$ cat config.mk
export PLATFORM = sky130hd
export DESIGN_NAME = fibonacci_bcd_converter
export DESIGN_NICKNAME = d
export VERILOG_FILES = /design/src/rtl/fib_pkg.sv /design/src/rtl/fib_bcd_digit_adj.sv /design/src/rtl/fibonacci_bcd_converter.sv
export SDC_FILE = /design/constraint.sdc
export NUM_CORES = 1
export LEC_CHECK = 0
export CAP_MARGIN = 20
export CORE_ASPECT_RATIO = 0.75
export CORE_UTILIZATION = 54
export DETAILED_ROUTE_END_ITERATION = 10
export PLACE_DENSITY = 0.8
export SLEW_MARGIN = 40
export SYNTH_ARGS = -nofsm -noshare
export SYNTH_HDL_FRONTEND = slang
export SYNTH_SLANG_ARGS = --single-unit
$ cat constraint.sdc
create_clock -name clock -period 4.5 [get_ports clock]
set_input_delay 0.9 -clock clock [delete_from_list [all_inputs] [get_ports clock]]
set_output_delay 0.9 -clock clock [all_outputs]
set_load 0.05 [all_outputs]
$ cat src/rtl/fib_pkg.sv
// Shared definitions for the Fibonacci generator and its downstream BCD stage.
package fib_pkg;

    localparam int FIB_BIN_W      = 20;
    localparam int FIB_BCD_DIGITS = 7;
    localparam int FIB_TAG_W      = 8;

    localparam logic [3:0] BCD_BLANK = 4'hF;

    typedef enum logic [1:0] {
        IDLE  = 2'd0,
        SHIFT = 2'd1,
        DONE  = 2'd2
    } fib_bcd_state_t;

endpackage

$ cat src/rtl/fib_bcd_digit_adj.sv
// Double-dabble digit correction: add 3 to a BCD nibble that is 5 or more.
module fib_bcd_digit_adj (
    input  logic [3:0] nib_in,
    output logic [3:0] nib_out
);

    // 5..9 maps to 8..12, so the 4-bit sum never carries out.
    assign nib_out = (nib_in >= 4'd5) ? nib_in + 4'd3 : nib_in;

endmodule

$ cat src/rtl/fibonacci_bcd_converter.sv
// Sequential binary-to-BCD converter (shift-add-3), valid/ready on both sides.
// Define FIB_BCD_BLANK_EN to replace leading zero digits with the blank code.
module fibonacci_bcd_converter
    import fib_pkg::*;
#(
    parameter int BIN_W  = FIB_BIN_W,
    parameter int DIGITS = FIB_BCD_DIGITS,
    parameter int TAG_W  = FIB_TAG_W
) (
    input  logic                clock,
    input  logic                reset,
    input  logic                in_valid,
    output logic                in_ready,
    input  logic [BIN_W-1:0]    bin_in,
    input  logic [TAG_W-1:0]    tag_in,
    output logic                out_valid,
    input  logic                out_ready,
    output logic [4*DIGITS-1:0] bcd_out,
    output logic [TAG_W-1:0]    tag_out,
    output logic                busy
);

    localparam int BCD_W = 4 * DIGITS;
    localparam int SR_W  = BCD_W + BIN_W;
    localparam int CNT_W = $clog2(BIN_W);

    localparam logic [CNT_W-1:0] LAST_BIT = CNT_W'(BIN_W - 1);

    localparam logic [1:0] ST_IDLE  = IDLE;
    localparam logic [1:0] ST_SHIFT = SHIFT;
    localparam logic [1:0] ST_DONE  = DONE;

    logic [1:0]       state;
    logic [SR_W-1:0]  shift_reg;
    logic [SR_W-1:0]  adjusted;
    logic [SR_W-1:0]  shifted;
    logic [CNT_W-1:0] bit_cnt;
    logic [TAG_W-1:0] tag_reg;
    logic [BCD_W-1:0] raw_bcd;
    logic [BCD_W-1:0] final_bcd;

    // Only the BCD field is corrected; the binary part just shifts through.
    genvar d;
    generate
        for (d = 0; d < DIGITS; d++) begin : g_adj
            fib_bcd_digit_adj u_adj (
                .nib_in  (shift_reg[BIN_W + 4*d +: 4]),
                .nib_out (adjusted[BIN_W + 4*d +: 4])
            );
        end
    endgenerate

    assign adjusted[BIN_W-1:0] = shift_reg[BIN_W-1:0];
    assign shifted             = adjusted << 1;
    assign raw_bcd             = shifted[SR_W-1 -: BCD_W];

`ifdef FIB_BCD_BLANK_EN
    always_comb begin
        logic leading;
        // NOTE: every variable gets a default before the loop, otherwise a latch is inferred.
        final_bcd = raw_bcd;
        leading   = 1'b1;
        for (int i = DIGITS - 1; i >= 1; i--) begin
            if (leading && raw_bcd[4*i +: 4] == 4'd0) begin
                final_bcd[4*i +: 4] = BCD_BLANK;
            end else begin
                leading = 1'b0;
            end
        end
    end
`else
    assign final_bcd = raw_bcd;
`endif

    assign in_ready = (state == ST_IDLE);
    assign busy     = (state == ST_SHIFT) || (state == ST_DONE);

    // NOTE: sequential state uses non-blocking assignments so all registers update together.
    always_ff @(posedge clock or posedge reset) begin
        if (reset) begin
            // NOTE: the shift register is plain flops, not a memory, so it is reset along with the rest.
            state     <= ST_IDLE;
            shift_reg <= '0;
            bit_cnt   <= '0;
            tag_reg   <= '0;
            bcd_out   <= '0;
            tag_out   <= '0;
            out_valid <= 1'b0;
        end else begin
            case (state)
                ST_IDLE: begin
                    if (in_valid) begin
                        shift_reg <= {{BCD_W{1'b0}}, bin_in};
                        tag_reg   <= tag_in;
                        bit_cnt   <= '0;
                        state     <= ST_SHIFT;
                    end
                end
                ST_SHIFT: begin
                    shift_reg <= shifted;
                    bit_cnt   <= bit_cnt + CNT_W'(1);
                    // Output fields change only here, so they stay stable through DONE.
                    if (bit_cnt == LAST_BIT) begin
                        bcd_out   <= final_bcd;
                        tag_out   <= tag_reg;
                        out_valid <= 1'b1;
                        state     <= ST_DONE;
                    end
                end
                ST_DONE: begin
                    if (out_ready) begin
                        out_valid <= 1'b0;
                        state     <= ST_IDLE;
                    end
                end
                default: state <= ST_IDLE;
            endcase
        end
    end

endmodule

==> impl_metrics.tcl, run 1 <==
set metrics [dict create \
    synth-edff-count 0 \
    critPathKind "reg -> out" \
    drt_drc_violations_left 0 \
    drt-pass1-iter-count 4 \
    clk_pin_slew_worst_paths_ns 0.06 \
    wl_per_cell_um 15.7 \
    largest_register_ff_count 48 \
    buffers_plus_inverters_on_the_worst_setup_path 2 \
    final-hold-violation-count 0 \
    start_util_pct 57.1 \
    fmaxAchievable_mhz 356 \
    drt_first_iter_violations 198 \
    syn_avg_cell_area_um2 11.0 \
    via_per_inst 5.63 \
    hold-path-cell-count 2 \
    most-common-layout-cells "100 x sky130_fd_sc_hd__dfrtp_1, 70 x sky130_fd_sc_hd__clkdlybuf4s50_1, 43 x sky130_fd_sc_hd__nand2_1, 41 x sky130_fd_sc_hd__o21ai_0, 39 x sky130_fd_sc_hd__a21oi_1" \
    core_um2 8090 \
    grt_max_degree 63 \
    syn-instance-count 422 \
    track_usage_pct 22.6 \
    rrSetupSlack_ns 2.11 \
    worst_slew_margin_rel_pct 55.8 \
    slew_worst_pin_ns 0.663 \
    rsz0062_at_grt "false" \
    cts_setup_buffers 0 \
    fin_tns_setup_ns 0 \
    postRouteAntennaNets 0 \
    design.die.area_um2 8940 \
    timing.final.crit_share_pct 62.4 \
    cp_data_arrival_time_ns 1.91 \
    synthesis.nets 472 \
    ys.flop_type "sky130_fd_sc_hd__dfrtp_1" \
    number_of_antenna_violations_at_the_first_check_in_global_routing 0 \
    ctsRootBufferMaster "sky130_fd_sc_hd__clkbuf_16" \
    htreeDepth 3 \
    post_synth_instance_area_um2 4620 \
    io_buffers 70 \
    sequential_to_total_area_share_from_yosys_stat_pct 54.1 \
    setup.worst_path.end_class "output port" \
    fin_nets 538 \
    grt_pass1_vias 3276 \
    ctsLongestPathBuffers 2 \
    timing_max_transition_violations_final 0 \
    r2r-start "state[1]$_DFFE_PP0P_" \
    outcome "complete, no violations" \
    pin_count 71 \
    wp_data_required_ns 3.60 \
    reg2reg_depth 7 \
    synth.area.top_cells "sky130_fd_sc_hd__dfrtp_1 54%, sky130_fd_sc_hd__ha_1 4.9%, sky130_fd_sc_hd__mux2_2 4.6%, sky130_fd_sc_hd__o21ai_0 4.4%, sky130_fd_sc_hd__a21oi_1 4.2%" \
    dieHeight_um 82.1 \
    grt_pass1_wl_mm 15.4 \
    grt_remaining_overflow 0 \
    cts_hold_repair.buffers 0 \
    cts_inserted_buffers 9 \
    tritoncts "done" \
    setup_violating_endpoint_count_in_the_final_report 0 \
    hold_class "reg -> reg" \
    global_placement_routability_congestion 0.818 \
    synthDominantCellAreaShare_pct 54.1 \
    layout-drive-gt1-share_pct 10.2 \
    rr_endpoint "shift_reg[6]$_DFFE_PP0P_" \
    cp_slowest_stage_delay_ns 0.83 \
    cellPowerDensity_nw_per_um2 612 \
    timing.clock.skew_ns 0.00585 \
    synth.ff_latch_count 100 \
    async_flop_share_pct 100 \
    vdd_drop_max_uv 334 \
    detailed_place_hpwl_mm 6.27 \
    worst_skew_pair.late_latency_ns 0.33 \
    final_util_pct 70.8 \
    timing.critical_path.cells "inv_1 > ha_1 > clkdlybuf4s50_1" \
    num_vias 3353 \
    area.growth.synth_to_final_pct 23.9 \
    period_needed_ns 2.81 \
    fp.dieW_um 109 \
    layout.cells.most_common "sky130_fd_sc_hd__dfrtp_1" \
    holdCritStartpoint "bcd_out[12]$_DFFE_PP0P_" \
    netlist-cell-type-count 29 \
    tritoncts_num_sinks 100 \
    totalWireLength_mm 9.36 \
    antenna_cells_inserted 0 \
    cp_launch_type "register" \
    hold_end "bcd_out[12]$_DFFE_PP0P_" \
    crit_slowest_cell "sky130_fd_sc_hd__clkdlybuf4s50_1" \
    number_of_standard_cell_rows_in_the_floorplan 28 \
    crit_path_max_fanout 5 \
    synth.largest_area_cell "sky130_fd_sc_hd__dfrtp_1" \
    max_cap_viol_count 0 \
    ys_warn_count 0 \
    post_cts.resized_instances 0 \
    power.static_leakage_nw 2.52 \
    crit_family "buffers and inverters" \
]
cells in the mapped netlist, types with 8 or more instances:
cell and number:
sky130_fd_sc_hd__ha_1 18, sky130_fd_sc_hd__inv_1 20, sky130_fd_sc_hd__mux2_4 8, sky130_fd_sc_hd__clkbuf_1 11, sky130_fd_sc_hd__dfrtp_1 100, sky130_fd_sc_hd__nor3b_1 11, sky130_fd_sc_hd__nand2b_1 9, sky130_fd_sc_hd__mux2_2 19
sky130_fd_sc_hd__o21ai_0 41, sky130_fd_sc_hd__a21oi_1 39, sky130_fd_sc_hd__mux2i_1 19, sky130_fd_sc_hd__nor2_1 25, sky130_fd_sc_hd__o22ai_1 13, sky130_fd_sc_hd__nand2_1 44
metrics by stage:
stage               hold WS [ns]  instances  setup slack [ns]  instance area (um2)  power [mW]
floorplan                  0.468        422             0.981                 4620        2.31
global placement           0.460        582              1.75                 5400        2.55
detailed placement         0.470        582              1.69                 5400        2.64
CTS                        0.484        596              1.68                 5730        3.52
global route               0.499        596              1.61                 5730        3.74
finish                     0.480        596              1.69                 5730        3.50
kinds of logic (layout without fill, tap and decap cells):
| kind of cell | Yosys count | in the layout | synth area share (%) |
|---|---|---|---|
| muxes | 46 | 46 | 11.3 |
| and+or+nand+nor | 94 | 94 | 9.75 |
| adders and majority gates | 18 | 18 | 4.87 |
| buffers and inverters | 40 | 109 | 3.76 |
| DFF | 100 | 100 | 54.1 |
| xor gates and xnor gates | 10 | 10 | 1.90 |
| AOI/OAI and AO/OA | 114 | 114 | 14.2 |
worst reg2reg max path, cell delays in order (launching register included):
cell                      delay, ns
sky130_fd_sc_hd__dfrtp_1       0.39
sky130_fd_sc_hd__inv_1         0.09
sky130_fd_sc_hd__ha_1          0.15
sky130_fd_sc_hd__buf_4         0.36
sky130_fd_sc_hd__mux2_2        0.69
sky130_fd_sc_hd__buf_4         0.41
sky130_fd_sc_hd__nor2_1        0.09
sky130_fd_sc_hd__a21oi_1       0.13
layer usage:
| layer | track usage (%) | part of all wire [%] | vias to the layer above |
|---|---|---|---|
| met5 | 0 | 0 | - |
| met4 | 5.68 | 1.2 | 0 |
| met3 | 5.73 | 5.6 | 12 |
| met2 | 38.8 | 50 | 92 |
| met1 | 28.9 | 43 | 1652 |
| li1 | - | - | 1597 |
layout make-up:
| cell class | count | area (um2) |
|---|---|---|
| clock buffer | 9 | 225 |
| fill | 598 | 2360 |
| tap | 105 | 131 |
| multi-input combinational | 282 | 1950 |
| timing repair buffer | 75 | 738 |
| sequential | 100 | 2500 |
| inverter | 20 | 77.6 |
| clock inverter | 5 | 103 |
power breakdown:
part           switching, mW  internal, mW  leakage [nW]
sequential             0.182          1.15          1.30
clock                  0.323         0.536         0.157
combinational          0.762         0.553          1.07
total                   1.27          2.24          2.52
worst max path at each step:
stage          slack (ns)  cells after the start                   endpoint            startpoint
5_1_grt              1.61                      3                   in_ready  state[1]$_DFFE_PP0P_
3_3_place_gp         1.75                      5  shift_reg[27]$_DFFE_PP0P_              in_valid
4_1_cts              1.68                      3                   in_ready  state[0]$_DFFE_PP0P_
2_1_floorplan        0.98                      1     bcd_out[0]$_DFFE_PP0P_                 reset
6_report             1.69                      3                   in_ready  state[0]$_DFFE_PP0P_
3_5_place_dp         1.69                      5  shift_reg[23]$_DFFE_PP0P_              in_valid
No activity file was read; power rests on OpenSTA's default activity.
==> run 2: changes to the inputs <==
clock period = 2.9 ns   (was 4.5 ns; I/O delays follow)
==> impl_metrics.tcl, run 2 (synthesis gave the netlist of run 1 again) <==
set metrics [dict create \
    critPathKind "reg -> out" \
    rsz0062_at_grt "false" \
    num_vias 3330 \
    outcome "complete, no violations" \
    design.die.area_um2 8940 \
    number_of_antenna_violations_at_the_first_check_in_global_routing 0 \
    post_cts.resized_instances 0 \
    tritoncts "done" \
    hold_class "reg -> reg" \
    total_power_mw 5.52 \
    layout.cells.most_common "sky130_fd_sc_hd__dfrtp_1" \
    highest-signal-layer "met4" \
    core_um2 8090 \
    pin_count 71 \
    grt_pass1_vias 3250 \
    ctsRootBufferMaster "sky130_fd_sc_hd__clkbuf_16" \
    timing.clock.skew_ns 0.00621 \
    worst_slew_margin_rel_pct 53.3 \
    number_of_standard_cell_rows_in_the_floorplan 28 \
    detailed_place_hpwl_mm 6.67 \
    crit_path_max_fanout 5 \
    drt_drc_violations_left 0 \
    setup_violating_endpoint_count_in_the_final_report 0 \
    htreeDepth 3 \
    slew_worst_pin_ns 0.700 \
    layout_filler_cell_count 594 \
    start_util_pct 57.1 \
    post_layout_nonfiller_instances 603 \
    vdd_drop_max_uv 532 \
    tritoncts_num_sinks 100 \
    clk_pin_slew_worst_paths_ns 0.07 \
    met3_length_um 456 \
    dieHeight_um 82.1 \
    worst_slack_ns 0.403 \
    internal_portion_of_total_power_mw 3.56 \
    cp_launch_type "register" \
    timing.final.crit_share_pct 86.1 \
    largest_register_ff_count 48 \
    global_placement_routability_congestion 0.814 \
    period_needed_ns 2.50 \
    fmaxAchievable_mhz 400 \
    io_buffers 70 \
    comb_pwr_share_pct 37.3 \
    place_worst_setup_slack_ns 0.659 \
    cts_inserted_buffers 9 \
    m1WireLength_mm 4.28 \
    seq_power_share_pct 37.6 \
    antenna_cells_inserted 0 \
    max_cap_viol_count 0 \
    power.static_leakage_nw 2.56 \
    area.growth.synth_to_final_pct 25.7 \
    most-common-layout-cells "100 x sky130_fd_sc_hd__dfrtp_1, 70 x sky130_fd_sc_hd__clkdlybuf4s50_1, 44 x sky130_fd_sc_hd__nand2_1, 41 x sky130_fd_sc_hd__o21ai_0, 39 x sky130_fd_sc_hd__a21oi_1" \
    fp.dieW_um 109 \
    grt_pass1_wl_mm 15.3 \
    grt_max_degree 40 \
    via_per_inst 5.52 \
    setup.worst_path.end_class "output port" \
    drt-pass1-iter-count 5 \
    postRouteAntennaNets 0 \
    met2_wirelength_mm 4.64 \
    cp_data_arrival_time_ns 1.92 \
    worst_skew_pair.late_latency_ns 0.34 \
    cellPowerDensity_nw_per_um2 951 \
    totalWireLength_mm 9.46 \
    track_usage_pct 22.7 \
    power_switching_mw 1.97 \
    timing_max_transition_violations_final 0 \
    placedCellCount 587 \
    grt_remaining_overflow 0 \
    cts_setup_buffers 0 \
    sw_frac_of_total_pct 35.6 \
    wl_per_cell_um 15.7 \
    layout-drive-gt1-share_pct 11.0 \
    fin_tns_setup_ns 0 \
    final-hold-violation-count 0 \
    cts_hold_repair.buffers 0 \
    wp_data_required_ns 2.32 \
    ctsLongestPathBuffers 2 \
    fin_nets 543 \
    power.share.clock_pct 25.1 \
    drt_first_iter_violations 130 \
]
run 2: changes by cell type in the layout (fill, tap and decap cells not counted), sizes merged:
| cell | change |
|---|---|
| buf | +5 |
| inv | -1 |
| clkbuf | +3 |
run 2: power by group through the flow:
stage / clock [mW] / sequential, mW / combinational, mW
after floorplan: 0 / 2.03 / 1.55
after global placement: 0 / 2.05 / 1.95
after detailed placement: 0 / 2.09 / 2.05
after CTS: 1.42 / 2.07 / 2.07
after global routing: 1.48 / 2.12 / 2.28
final: 1.39 / 2.08 / 2.06
run 2: final timing paths:
kind	from	slack, ns	to	cells past startpoint
setup reg to reg	bit_cnt[0]$_DFFE_PP0P_	0.81	bcd_out[2]$_DFFE_PP0P_	6
hold reg to reg	bcd_out[7]$_DFFE_PP0P_	0.48	bcd_out[7]$_DFFE_PP0P_	2
min in group asynchronous	reset	0.71	bcd_out[17]$_DFFE_PP0P_	2
setup / recovery	state[0]$_DFFE_PP0P_	0.40	in_ready	3
hold / removal	bcd_out[7]$_DFFE_PP0P_	0.48	bcd_out[7]$_DFFE_PP0P_	2
max in group asynchronous	reset	1.59	bit_cnt[1]$_DFFE_PP0P_	3
run 2: metrics by stage:
| stage | hold WS [ns] | utilization, % | area, um2 |
|---|---|---|---|
| detailed placement | 0.469 | 67.5 | 5460 |
| floorplan | 0.468 | - | 4630 |
| finish | 0.478 | 71.8 | 5810 |
| global placement | 0.461 | 67.5 | 5460 |
| global route | 0.513 | 71.8 | 5810 |
| CTS | 0.485 | 71.8 | 5810 |
run 2: layout make-up:
class	count	area, um2	share of cell area, %
inverter	20	78.8	1.36
tap	105	131	2.26
clock buffer	12	256	4.41
timing repair buffer	80	801	13.8
multi-input combinational	282	1950	33.5
sequential	100	2500	43.1
clock inverter	4	95.1	1.64
run 2: layer usage:
metal,GRT usage [%],up-vias
met2,37.7,91
met5,0,-
met1,29.8,1606
met3,5.02,9
met4,7.43,0
li1,-,1624
run 2: critical path: stages (launching register included):
cell and delay [ns]:
sky130_fd_sc_hd__dfrtp_1 0.41, sky130_fd_sc_hd__inv_1 0.09, sky130_fd_sc_hd__ha_1 0.24, sky130_fd_sc_hd__clkdlybuf4s50_1 0.84
==> RTL edit (settings of run 1) <==
Build with the macro `FIB_BCD_BLANK_EN` defined.
--- a/src/rtl/fibonacci_bcd_converter.sv
+++ b/src/rtl/fibonacci_bcd_converter.sv
@@ -1,4 +1,6 @@
 // Sequential binary-to-BCD converter (shift-add-3), valid/ready on both sides.
 // Define FIB_BCD_BLANK_EN to replace leading zero digits with the blank code.
+`define FIB_BCD_BLANK_EN
+
 module fibonacci_bcd_converter
     import fib_pkg::*;
Behaviour: same outputs for any inputs over 10 cycles, from zero or initial values and one cycle with reset high; that may be too few to reach the edited logic, so the function may still have changed.
==> RTL edit against run 1 <==
The flow now finishes with violations (DRC). Routed wire length up 15%. Largest cell class unchanged. Sequential power fell by 8%. Sequential cell count did not move. Sequential share of layout area down 1.4 points. Total power down 13%. Area after synthesis grew 4.6%. Largest power group unchanged. Design area increased by 3.3%. Setup slack worse by 0.087 ns. Core utilization down 1.7 points. Via count increased by 15%.
==> RTL edit: results (changes against run 1) <==
metric	value	unit	change
worstPathMaxFanout	6		was 5
drt_pass1_iterations	8		was 4
insertion_delay	0.35	ns	was 0.33 ns
cts_max_level	3		unchanged
violations	DRC		
fill_cells	649		was 598
synth_warnings	0		unchanged
p_sw	1110	uW	was 1270 uW
grt_first_pass_wirelength	18.1	mm	was 15.4 mm
final_net_count	605		was 538
place_ws	1.58	ns	was 1.69 ns
post_drt_wl_per_cell	16.1	um	was 15.7 um
areaGrowthSynthToFinish	22.4	%	was 23.9%
netlist.area_leader.share	51.7	%	was 54.1%
final_cells	668		was 596
synth_cell_types	47		was 29
drive_above_1_share	8.57	%	was 10.2%
drc_errors	6		was 0
synth_common_cells	dfrtp_1 (100), nand2_1 (92), o21ai_0 (63)		was dfrtp_1 (100), nand2_1 (44), o21ai_0 (41)
r2r_start	state[1]		unchanged
grt.total_usage	24.7	%	was 22.6%
antenna_found_initial	0		unchanged
hp-start	tag_reg[6]		was bcd_out[12]
ys_seq_area_share	51.7	%	was 54.1%
syn_nets	540		was 472
total_leakage_power	0.00263	uW	was 0.00252 uW
hold_class	flip-flop to flip-flop		unchanged
skew	0.00620	ns	was 0.00585 ns
synth.area.top_cells	dfrtp_1 (52%), nand2_1 (7.1%), o21ai_0 (6.5%), ha_1 (4.7%), mux2i_1 (3.5%)		was dfrtp_1 (54%), ha_1 (4.9%), mux2_2 (4.6%), o21ai_0 (4.4%), a21oi_1 (4.2%)
outcome	complete, but fails checks		was finished, final reports clean
vias_per_cell	5.77		was 5.63
worstHoldEndpoint	tag_out[6]		was bcd_out[12]
antenna_cells	0		unchanged
whs	0.466	ns	was 0.480 ns
r2r_slack	2.03	ns	was 2.11 ns
synth_flop_cell	dfrtp_1		unchanged
rr_worst_depth	7		unchanged
post_cts_buffers	0		unchanged
peakVddDrop	0.346	mV	was 0.334 mV
placedCellCount	652		was 582
place_area	5610	um^2	was 5400 um^2
r2r-end	bcd_out[17]		was shift_reg[6]
slew_headroom	53.5	%	was 55.8%
grt_max_degree	56		was 63
grt_pass1_vias	3805		was 3,276
gp_congestion	0.850		was 0.818
arrival	1.99	ns	was 1.91 ns
clk_pin_slew	0.07	ns	
portBuffers	70		unchanged
cts_buffers	9		unchanged
drtIter0Drc	305		was 198
cts_root_buf	clkbuf_16		unchanged
dp_hpwl	7.23	mm	was 6.27 mm
postSynthCellCount	490		was 422
-- RTL edit: cell type report --
| cell class | instances | share of cell area (%) |
|---|---|---|
| Timing Repair Buffer | 75 | 12.5 |
| Sequential cell | 100 | 42.3 |
| Tap cell | 108 | 2.28 |
| Inverter | 19 | 1.25 |
| Clock inverter | 4 | 1.25 |
| Multi-Input combinational cell | 350 | 36.5 |
| Clock buffer | 12 | 3.99 |
-- RTL edit: critical path, stage by stage (launching register included) --
cell             delay (ns)
dfrtp_1                0.40
inv_1                  0.09
ha_1                   0.30
clkdlybuf4s50_1        0.86
-- RTL edit: power by group through the flow --
stage / clock network [uW] / registers [uW] / logic, uW
6_report: 819 / 1220 / 1030
5_1_grt: 860 / 1240 / 1130
4_1_cts: 824 / 1210 / 1030
3_5_place_dp: 0 / 1230 / 1010
3_3_place_gp: 0 / 1210 / 953
2_1_floorplan: 0 / 1200 / 769
-- RTL edit: worst max-delay path by stage --
stage	end	slack [ns]	start
floorplan	bcd_out[0]	0.98	reset
global placement	shift_reg[47]	1.65	in_valid
detailed placement	bit_cnt[3]	1.58	in_valid
CTS	in_ready	1.60	state[1]
global route	in_ready	1.52	state[0]
finish	in_ready	1.61	state[1]
-- RTL edit: cell families after synthesis --
logic type	synth area share, %
AO/OA/AOI/OAI	16.2
AND/OR/NAND/NOR	15.3
adder cells (fa/ha/maj)	4.66
multiplexers	6.55
buffers and inverters	3.78
flip-flops	51.7
XOR/XNOR	1.81
-- RTL edit: per-layer routing --
metal	vias up	part of all wire [%]	track usage, %	routed length (um)
li1	1822	-	-	-
met1	1882	45	32.4	4870
met2	137	47	40.7	5060
met3	13	6.2	5.66	666
met4	0	1.3	8.23	138
met5	-	0	0	0
